===== src/rtl/trap_pkg.sv =====
// Shared definitions for the machine-mode trap controller: FSM encoding,
// CSR addresses, interrupt cause codes and ExcInfo/mstatus/mie bit positions.
`timescale 1ns/1ps
package trap_pkg;

  typedef enum logic [2:0] {
    IDLE        = 3'd0,
    SET_MEPC    = 3'd1,
    SET_MCAUSE  = 3'd2,
    SET_MSTATUS = 3'd3,
    MRET        = 3'd4
  } trap_state_e;

  localparam logic [11:0] CSR_MSTATUS = 12'h300;
  localparam logic [11:0] CSR_MEPC    = 12'h341;
  localparam logic [11:0] CSR_MCAUSE  = 12'h342;

  localparam logic [6:0] CAUSE_MSI = 7'd3;
  localparam logic [6:0] CAUSE_MTI = 7'd7;
  localparam logic [6:0] CAUSE_MEI = 7'd11;

  localparam int EXC_CH_W      = 16;
  localparam int EXC_VALID_BIT = 15;
  localparam int EXC_MRET_BIT  = 13;
  localparam int EXC_CAUSE_W   = 7;

  localparam int MSTATUS_MIE    = 3;
  localparam int MSTATUS_MPIE   = 7;
  localparam int MSTATUS_MPP_LO = 11;

  localparam int MIE_MSIE = 3;
  localparam int MIE_MTIE = 7;
  localparam int MIE_MEIE = 11;

endpackage


===== src/rtl/trap_ctrl_if.sv =====
// Event-selection bundle between the trap FSM (master) and the priority
// arbiter (slave). int_pending and int_mask are both ordered {MEI, MTI, MSI}.
`timescale 1ns/1ps
interface trap_ctrl_if #(parameter int NSTAGE = 4);
  logic [NSTAGE*16-1:0] exc_info;
  logic [2:0]           int_pending;
  logic [2:0]           int_mask;
  logic                 global_ie;
  logic                 any_exc;
  logic                 sel_exc;
  logic                 sel_int;
  logic                 sel_mret;
  logic [6:0]           sel_cause;

  modport master (output exc_info, int_pending, int_mask, global_ie,
                  input  any_exc, sel_exc, sel_int, sel_mret, sel_cause);
  modport slave  (input  exc_info, int_pending, int_mask, global_ie,
                  output any_exc, sel_exc, sel_int, sel_mret, sel_cause);
endinterface


===== src/rtl/trap_arbiter.sv =====
// Combinational event selector: exception (MSB channel wins) > enabled
// interrupt (MEI > MSI > MTI) > mret. At most one sel_* output is high.
`timescale 1ns/1ps
module trap_arbiter
  import trap_pkg::*;
#(
  parameter int NSTAGE = 4
) (
  trap_ctrl_if.slave arb
);

  logic       w_exc;
  logic       w_mret;
  logic [6:0] w_exc_cause;
  logic [6:0] w_int_cause;
  logic [2:0] w_int_act;
  logic       w_int;

  // Later iterations overwrite earlier ones, so the highest channel wins.
  always_comb begin
    w_exc       = 1'b0;
    w_mret      = 1'b0;
    w_exc_cause = '0;
    for (int i = 0; i < NSTAGE; i++) begin
      if (arb.exc_info[i*EXC_CH_W + EXC_VALID_BIT]) begin
        w_exc       = 1'b1;
        w_exc_cause = arb.exc_info[i*EXC_CH_W +: EXC_CAUSE_W];
      end
      if (arb.exc_info[i*EXC_CH_W + EXC_MRET_BIT]) begin
        w_mret = 1'b1;
      end
    end
  end

  assign w_int_act = arb.int_pending & arb.int_mask & {3{arb.global_ie}};
  assign w_int     = |w_int_act;

  always_comb begin
    w_int_cause = '0;
    if (w_int_act[2])      w_int_cause = CAUSE_MEI;
    else if (w_int_act[0]) w_int_cause = CAUSE_MSI;
    else if (w_int_act[1]) w_int_cause = CAUSE_MTI;
  end

  assign arb.any_exc   = w_exc;
  assign arb.sel_exc   = w_exc;
  assign arb.sel_int   = !w_exc && w_int;
  assign arb.sel_mret  = !w_exc && !w_int && w_mret;
  assign arb.sel_cause = w_exc ? w_exc_cause : w_int_cause;

endmodule


===== src/rtl/trap_ctrl.sv =====
// Machine-mode trap controller: accepts one exception/interrupt/mret in IDLE,
// then writes mepc, mcause, mstatus one per cycle and redirects the fetch PC.
// Optional vectored interrupt targets are enabled by TRAP_CTRL_VECTORED_EN.
`timescale 1ns/1ps
module trap_ctrl
  import trap_pkg::*;
#(
  parameter int              XLEN    = 64,
  parameter int              NSTAGE  = 4,
  parameter logic [XLEN-1:0] PC_INIT = '0
) (
  input  logic                 Clk,
  input  logic                 Rst,
  input  logic [XLEN-1:0]      InstAddrIn,
  input  logic [NSTAGE*16-1:0] ExcInfoIn,
  input  logic [2:0]           IntPendingIn,
  input  logic [XLEN-1:0]      CsrMstatusIn,
  input  logic [XLEN-1:0]      CsrMtvecIn,
  input  logic [XLEN-1:0]      CsrMepcIn,
  input  logic [XLEN-1:0]      CsrMieIn,
  output logic                 CsrWriteEnableOut,
  output logic [11:0]          CsrWriteAddrOut,
  output logic [XLEN-1:0]      CsrWriteDataOut,
  output logic                 HoldFlagOut,
  output logic                 HoldFlagEndOut,
  output logic [XLEN-1:0]      JumpAddrOut,
  output logic                 ExcStopRegfileOut
);

  trap_ctrl_if #(.NSTAGE(NSTAGE)) u_arb_if ();

  assign u_arb_if.exc_info    = ExcInfoIn;
  assign u_arb_if.int_pending = IntPendingIn;
  assign u_arb_if.int_mask    = {CsrMieIn[MIE_MEIE], CsrMieIn[MIE_MTIE], CsrMieIn[MIE_MSIE]};
  assign u_arb_if.global_ie   = CsrMstatusIn[MSTATUS_MIE];

  trap_arbiter #(.NSTAGE(NSTAGE)) u_arbiter (.arb(u_arb_if.slave));

  trap_state_e     r_state;
  trap_state_e     w_next;
  logic [XLEN-1:0] r_pc;
  logic [6:0]      r_cause;
  logic            r_intflag;
  logic            w_trap;
  logic            w_accept;
  logic [XLEN-1:0] w_base;
  logic [XLEN-1:0] w_trap_target;
  logic [XLEN-1:0] w_mst_trap;
  logic [XLEN-1:0] w_mst_mret;

  assign w_trap   = u_arb_if.sel_exc | u_arb_if.sel_int;
  assign w_accept = (r_state == IDLE) && (w_trap | u_arb_if.sel_mret);
  assign w_base   = {CsrMtvecIn[XLEN-1:2], 2'b00};

`ifdef TRAP_CTRL_VECTORED_EN
  assign w_trap_target = (CsrMtvecIn[1:0] == 2'b01 && r_intflag)
                       ? w_base + {{(XLEN-9){1'b0}}, r_cause, 2'b00}
                       : w_base;
`else
  assign w_trap_target = w_base;
`endif

  always_comb begin
    w_mst_trap                         = CsrMstatusIn;
    w_mst_trap[MSTATUS_MPIE]           = CsrMstatusIn[MSTATUS_MIE];
    w_mst_trap[MSTATUS_MIE]            = 1'b0;
    w_mst_trap[MSTATUS_MPP_LO +: 2]    = 2'b11;
    w_mst_mret                         = CsrMstatusIn;
    w_mst_mret[MSTATUS_MIE]            = CsrMstatusIn[MSTATUS_MPIE];
    w_mst_mret[MSTATUS_MPIE]           = 1'b1;
  end

  always_ff @(posedge Clk or posedge Rst) begin
    if (Rst) begin
      r_state   <= IDLE;
      r_pc      <= '0;
      r_cause   <= '0;
      r_intflag <= 1'b0;
    end else begin
      r_state <= w_next;
      if (r_state == IDLE && w_trap) begin
        r_pc      <= InstAddrIn;
        r_cause   <= u_arb_if.sel_cause;
        r_intflag <= u_arb_if.sel_int;
      end
    end
  end

  // Rst gates the IDLE-state combinational outputs so reset forces them idle at once.
  always_comb begin
    w_next            = r_state;
    CsrWriteEnableOut = 1'b0;
    CsrWriteAddrOut   = '0;
    CsrWriteDataOut   = '0;
    HoldFlagOut       = 1'b1;
    HoldFlagEndOut    = 1'b0;
    JumpAddrOut       = PC_INIT;
    case (r_state)
      IDLE: begin
        HoldFlagOut = w_accept && !Rst;
        if (w_trap)                     w_next = SET_MEPC;
        else if (u_arb_if.sel_mret)     w_next = MRET;
      end
      SET_MEPC: begin
        CsrWriteEnableOut = 1'b1;
        CsrWriteAddrOut   = CSR_MEPC;
        CsrWriteDataOut   = r_pc;
        w_next            = SET_MCAUSE;
      end
      SET_MCAUSE: begin
        CsrWriteEnableOut = 1'b1;
        CsrWriteAddrOut   = CSR_MCAUSE;
        CsrWriteDataOut   = {r_intflag, {(XLEN-8){1'b0}}, r_cause};
        w_next            = SET_MSTATUS;
      end
      SET_MSTATUS: begin
        CsrWriteEnableOut = 1'b1;
        CsrWriteAddrOut   = CSR_MSTATUS;
        CsrWriteDataOut   = w_mst_trap;
        HoldFlagEndOut    = 1'b1;
        JumpAddrOut       = w_trap_target;
        w_next            = IDLE;
      end
      MRET: begin
        CsrWriteEnableOut = 1'b1;
        CsrWriteAddrOut   = CSR_MSTATUS;
        CsrWriteDataOut   = w_mst_mret;
        HoldFlagEndOut    = 1'b1;
        JumpAddrOut       = CsrMepcIn;
        w_next            = IDLE;
      end
      default: begin
        HoldFlagOut = 1'b0;
        w_next      = IDLE;
      end
    endcase
  end

  assign ExcStopRegfileOut = u_arb_if.any_exc && !Rst;

endmodule


===== config.mk =====
export PLATFORM = sky130hd
export DESIGN_NAME = trap_ctrl
export DESIGN_NICKNAME = d
export VERILOG_FILES = /design/src/rtl/trap_pkg.sv /design/src/rtl/trap_ctrl_if.sv /design/src/rtl/trap_arbiter.sv /design/src/rtl/trap_ctrl.sv
export SDC_FILE = /design/constraint.sdc
export NUM_CORES = 1
export LEC_CHECK = 0
export ABC_AREA = 1
export CORE_AREA = 2 2 208 210
export DETAILED_ROUTE_END_ITERATION = 16
export DIE_AREA = 0 0 210 212
export GPL_ROUTABILITY_DRIVEN = 0
export PLACE_DENSITY = 0.49
export SLEW_MARGIN = 30
export SYNTH_ARGS = -nofsm -noshare
export SYNTH_HDL_FRONTEND = slang
export SYNTH_SLANG_ARGS = --single-unit

===== constraint.sdc =====
create_clock -name Clk -period 2.7 [get_ports Clk]
set_clock_uncertainty 0.15 [all_clocks]
set_input_delay 0.27 -clock Clk [delete_from_list [all_inputs] [get_ports Clk]]
set_output_delay 0.27 -clock Clk [all_outputs]
set_load 0.005 [all_outputs]

# Word-level counts from Yosys, hierarchy flattened
# Cells that the tools add are included.
# classes
eq_ne,5
reduce_logical,14
bitwise_logic,4
n_mux,25
# ops
operator,count
case mux 64 bit (4 select lines),1
case mux 64 bit (2 select lines),1
2-to-1 mux 7 bit,7
case mux 10 bit (3 select lines),1
2-to-1 mux 1 bit,10
2-to-1 mux 3 bit,3
case mux 3 bit (3 select lines),1
logical AND 1 bit,7
bitwise AND 3 bit,2
equality test 3 x 2 -> 1 bit (second input constant),2
OR reduction 4 bit,1
equality test 3 x 1 -> 1 bit (second input constant),1
equality test 3 bit (second input constant),1
logical NOT 1 bit,3
logical NOT 3 bit,1
!= test 3 bit (second input constant),1
OR reduction 3 bit,1
bitwise OR 1 bit,2
case mux 1 bit (2 select lines),1
OR reduction 2 bit,1
# totals
regBits,75
out_inout_bits,144
elab_cells,52
input_bits,389

# Logic depth before layout (Yosys ltp)
# logic_depth
word_depth,11
ltp_mapped,9
mapped_depth_nobuf,8

# Hierarchy
# A second synthesis with hierarchy kept.
# unflattened
hier_cells,855
area_unflattened_um2,5283.8
# modules_own_cells
mod,cells_each,area_per_inst_um2,n_inst,seq_area_each_um2
trap_ctrl,769,4883.4,1,1876.8
trap_arbiter,86,400.4,1,0.0

# Worst setup path after synthesis
# Ideal clock, no wire load.
# synth_timing
path_kind,in2out
start,input Rst
end,output HoldFlagOut
required_time_ns,2.280
path_slack_ns,0.155
n_path_buf,0
cell_stages,3
arrival_time_ns,2.125
path_cell_list,inv_1 -> nand3_1 -> nand2_1
# synth_between
elab_chain_len,3
# synth_rtl
element,line,source
start: declaration,trap_ctrl.sv:13,"input logic Rst,"
logical NOT 1 bit,trap_ctrl.sv:100,HoldFlagOut = w_accept && !Rst;
logical AND 1 bit,trap_ctrl.sv:100,
case mux 1 bit (2 select lines),trap_ctrl.sv:98,case (r_state)
end: declaration,trap_ctrl.sv:24,"output logic HoldFlagOut,"
# No other way between the ends.

# Worst setup path in the final report
# layout_timing
start,register r_state[0]
end,output JumpAddrOut[28]
# layout_between
elab_chain_len,2
elab_cells_between_ends,3
cone_classes,eq/ne (2); mux (1)
# layout_rtl
element,line,source
start: declaration,trap_ctrl.sv:39,trap_state_e r_state;
start signal: assignment,trap_ctrl.sv:80,r_state <= w_next;
equality test 3 bit or equality test 3 x 2 -> 1 bit (tied branches),trap_ctrl.sv:98,
case mux 64 bit (2 select lines) (*),trap_ctrl.sv:98,
end: declaration,trap_ctrl.sv:26,"output logic [XLEN-1:0] JumpAddrOut,"
# Mark *: on every way between the ends. The rest lies on a longest branch, timed or not.

==> key figures <==
Outcome
  • Status: finished, final reports clean

Logic synthesis
  • Register area share after synthesis: 0.363
  • Mapped Avg Cell Area: around 6.6 um^2
  • YS warnings: 0
  • Synth Cell Area: approximately 5200 um^2
  • Synth cell types: 24
  • Yosys reg bits: 75
  • Cells after Synth: just under 800

Pwr
  • Sw power: 4.00 mW
  • Pwr dens: around 860 nW/um^2
  • Logic pwr share: 0.679
  • Worst VDD drop: between 400 and 500 uV
  • Internal power: 5.46 mW
  • Sw Share: 0.423
  • Tot Pwr: 9.46 mW
  • Flop pwr share: 0.194
  • Clk network pwr share: 0.127
  • Static leakage: between 5 and 6 nW

Setup path
  • Cell mode on critical path: buf_12
  • Slowest-stage cell, CP: clkdlybuf4s50_1
  • Crit-path max FO: 20
  • CP Data Arrival Time: 2.21 ns
  • Crit path cell chain: inv_2 -> nor2_4 -> buf_4 -> buf_12 -> buf_12 -> nand3_1 -> o21ai_0 -> clkdlybuf4s50_1
  • Crit. path cell count: 8
  • Crit path to: JumpAddrOut[28]
  • Buffers & Inverters on Critical Path: 5
  • Cell family with most CP delay: buffers and inverters
  • R2R Setup Slk: just under 0.7 ns
  • R2R cell count: 7
  • Worst setup path class: reg2out
  • Crit path from: r_state[0]
  • Reg2reg end: r_pc[45]
  • WP data required: ~2.3 ns
  • Crit path largest cell delay: just under 0.6 ns
  • RR Startpoint: r_state[2]
  • Crit end category: primary output
  • Startpoint types: flop

Clock tree
  • Clock transition at path regs: roughly 0.070 ns
  • CTS Sinks: 75
  • CTS tree: done
  • Cts hold-fix bufs: 0
  • Clk buf depth: 2
  • Root Buffer: clkbuf_16
  • Cts bufs inserted: 9
  • H-tree depth: 3
  • Clock insertion delay at the later pin of the skew report: 0.35 ns

STA
  • Hold slack final: 0.232 ns
  • RSZ-0062 raised after global routing: yes
  • Final hold vios: 0
  • Worst slew pin tran: between 0.6 and 0.7 ns
  • Max Clk Rate: about 380 MHz
  • Setup TNS: 0 ns
  • Pins Over Slew Limit: 0
  • Max-Slew Margin vs Limit: 0.570
  • Final period util: 0.974
  • Min Tclk post-route: around 2.6 ns
  • Setup violators final: 0

Flow run
  • Max-Cap Viols: 0

Floorplan
  • FP Rows: 76
  • Die height: around 210 um
  • Core Area: 42500 um^2
  • Die W: 210 um
  • I/O pins: 533
  • Initial Util: 0.121
  • Area of the die: between 40000 and 50000 um^2

Global routing
  • Vias in the first global route: about 6600
  • Global-route wire length before repair: ~41000 um
  • Largest net degree at the start of global routing: 82
  • GR Util All Layers: 0.126
  • Global route overflow: 0
  • Initial antenna violation count: 2

Finish
  • Fin area: 10900 um^2
  • Most common cell after layout, fill and taps aside: clkdlybuf4s50_1
  • Nets: between 1500 and 2000
  • Area delta synth->final: 112%
  • Ratio of cells with drive above 1 in the final layout: 0.0902
  • Commonest non-fill, non-tap cells in the layout: clkdlybuf4s50_1, nand2_1, inv_1
  • Count of non-filler cells in the finished layout: ~1800

Routing
  • Detail Route Antenna Nets: 0
  • Via count: 6686
  • Router iterations before antenna repair: 4
  • Final wirelength: between 30000 and 40000 um
  • Vias per cell: roughly 3.8
  • WL per Instance: about 17 um
  • DRC viols: 0
  • Starting DRT DRC Count: around 350

Place
  • Placed Cells: ~1700
  • HPWL after DPL: between 20000 and 25000 um
  • PortBufs: approximately 430
  • Placed inst area: between 10000 and 15000 um^2

Min path
  • Hold crit path type: in2async
layer usage:
metal / up-vias / share of wire / GRT usage
met3: 30 / 0.075 / 0.0332
met4: 2 / 0.031 / 0.0455
li1: 3306 / - / -
met1: 3028 / 0.41 / 0.151
met5: - / 0.00040 / 0
met2: 320 / 0.48 / 0.219
final cells by class:
cell class	count	area, um^2
clock inverters	6	38.8
multi-input cells	501	2460
well taps	546	683
diodes	1	2.50
fillers	4716	31600
inverters	149	563
clock buffers	10	239
repair buffers	478	5080
flip-flops and latches	75	1880
through the flow:
stage               utilization  setup WS (ns)
finish                    0.258         0.0696
global route              0.257        -0.0152
CTS                       0.251       -0.00304
detailed placement        0.239          0.227
global placement          0.239          0.270
floorplan                     -          0.155
flip-flops by register name, summed over array words and instances, names as in the netlist:
| name | count |
|---|---|
| r_pc | 64 |
| r_cause | 7 |
| r_state | 3 |
| r_intflag | 1 |
synth_stat cells:
cell type  instances  area (um^2)
nand2_1          188          706
buf_4              9         67.6
buf_6              8         90.1
buf_8              2         30.0
a21boi_0           1         7.51
or2_2              3         18.8
dfrtp_1           75         1880
inv_1            148          556
nor3_4             1         16.3
nand2_2            1         6.26
inv_2              1         3.75
o211ai_1           5         37.5
o21ai_0          155          776
buf_1              1         3.75
a21oi_1            7         35.0
nand2_4            1         11.3
buf_2             17         85.1
nand3_1           80          400
nor2_1            20         75.1
nor3b_1            1         7.51
clkbuf_1          21         78.8
o21ai_2           26          228
o221ai_1           5         43.8
conb_1             1         3.75
power by group through the flow:
stage	logic [mW]	registers, mW	clock network [mW]
6_report	6.42	1.84	1.20
5_1_grt	7.03	1.89	1.31
4_1_cts	6.38	1.84	1.26
3_5_place_dp	5.96	1.86	0
3_3_place_gp	5.94	1.85	0
2_1_floorplan	2.72	1.82	0
worst min path at each step:
stage / slack (ns) / depth (start not counted) / end / startpoint
2_1_floorplan: 0.24 / 2 / r_pc[7] / InstAddrIn[7]
3_3_place_gp: 0.32 / 2 / r_cause[0] / r_cause[0]
3_5_place_dp: 0.32 / 2 / r_cause[3] / r_cause[3]
4_1_cts: 0.25 / 3 / r_state[0] / Rst
5_1_grt: 0.26 / 3 / r_state[0] / Rst
6_report: 0.23 / 3 / r_state[0] / Rst
kinds of logic (layout without fill, tap and decap cells):
group	count (synthesis)	count (layout)	share of synthesized area
buf+inv	207	643	0.177
other cells	1	8	0.000726
simple gates	295	295	0.240
compound gates	199	199	0.218
flops	75	75	0.363
worst min-delay path, stage by stage:
cell	delay [ns]
clkdlybuf4s50_1	0.44
clkinv_2	0.07
buf_4	0.38
timing repair:
action | 4_1_cts | 5_1_grt
cloned | 3 | 2
endpoints found under the setup margin | 77 | 77
pin swaps | 1 | 0
buffers inserted | 8 | 6
resized for setup | 25 | 108
Power figures use the tool's default switching activity.
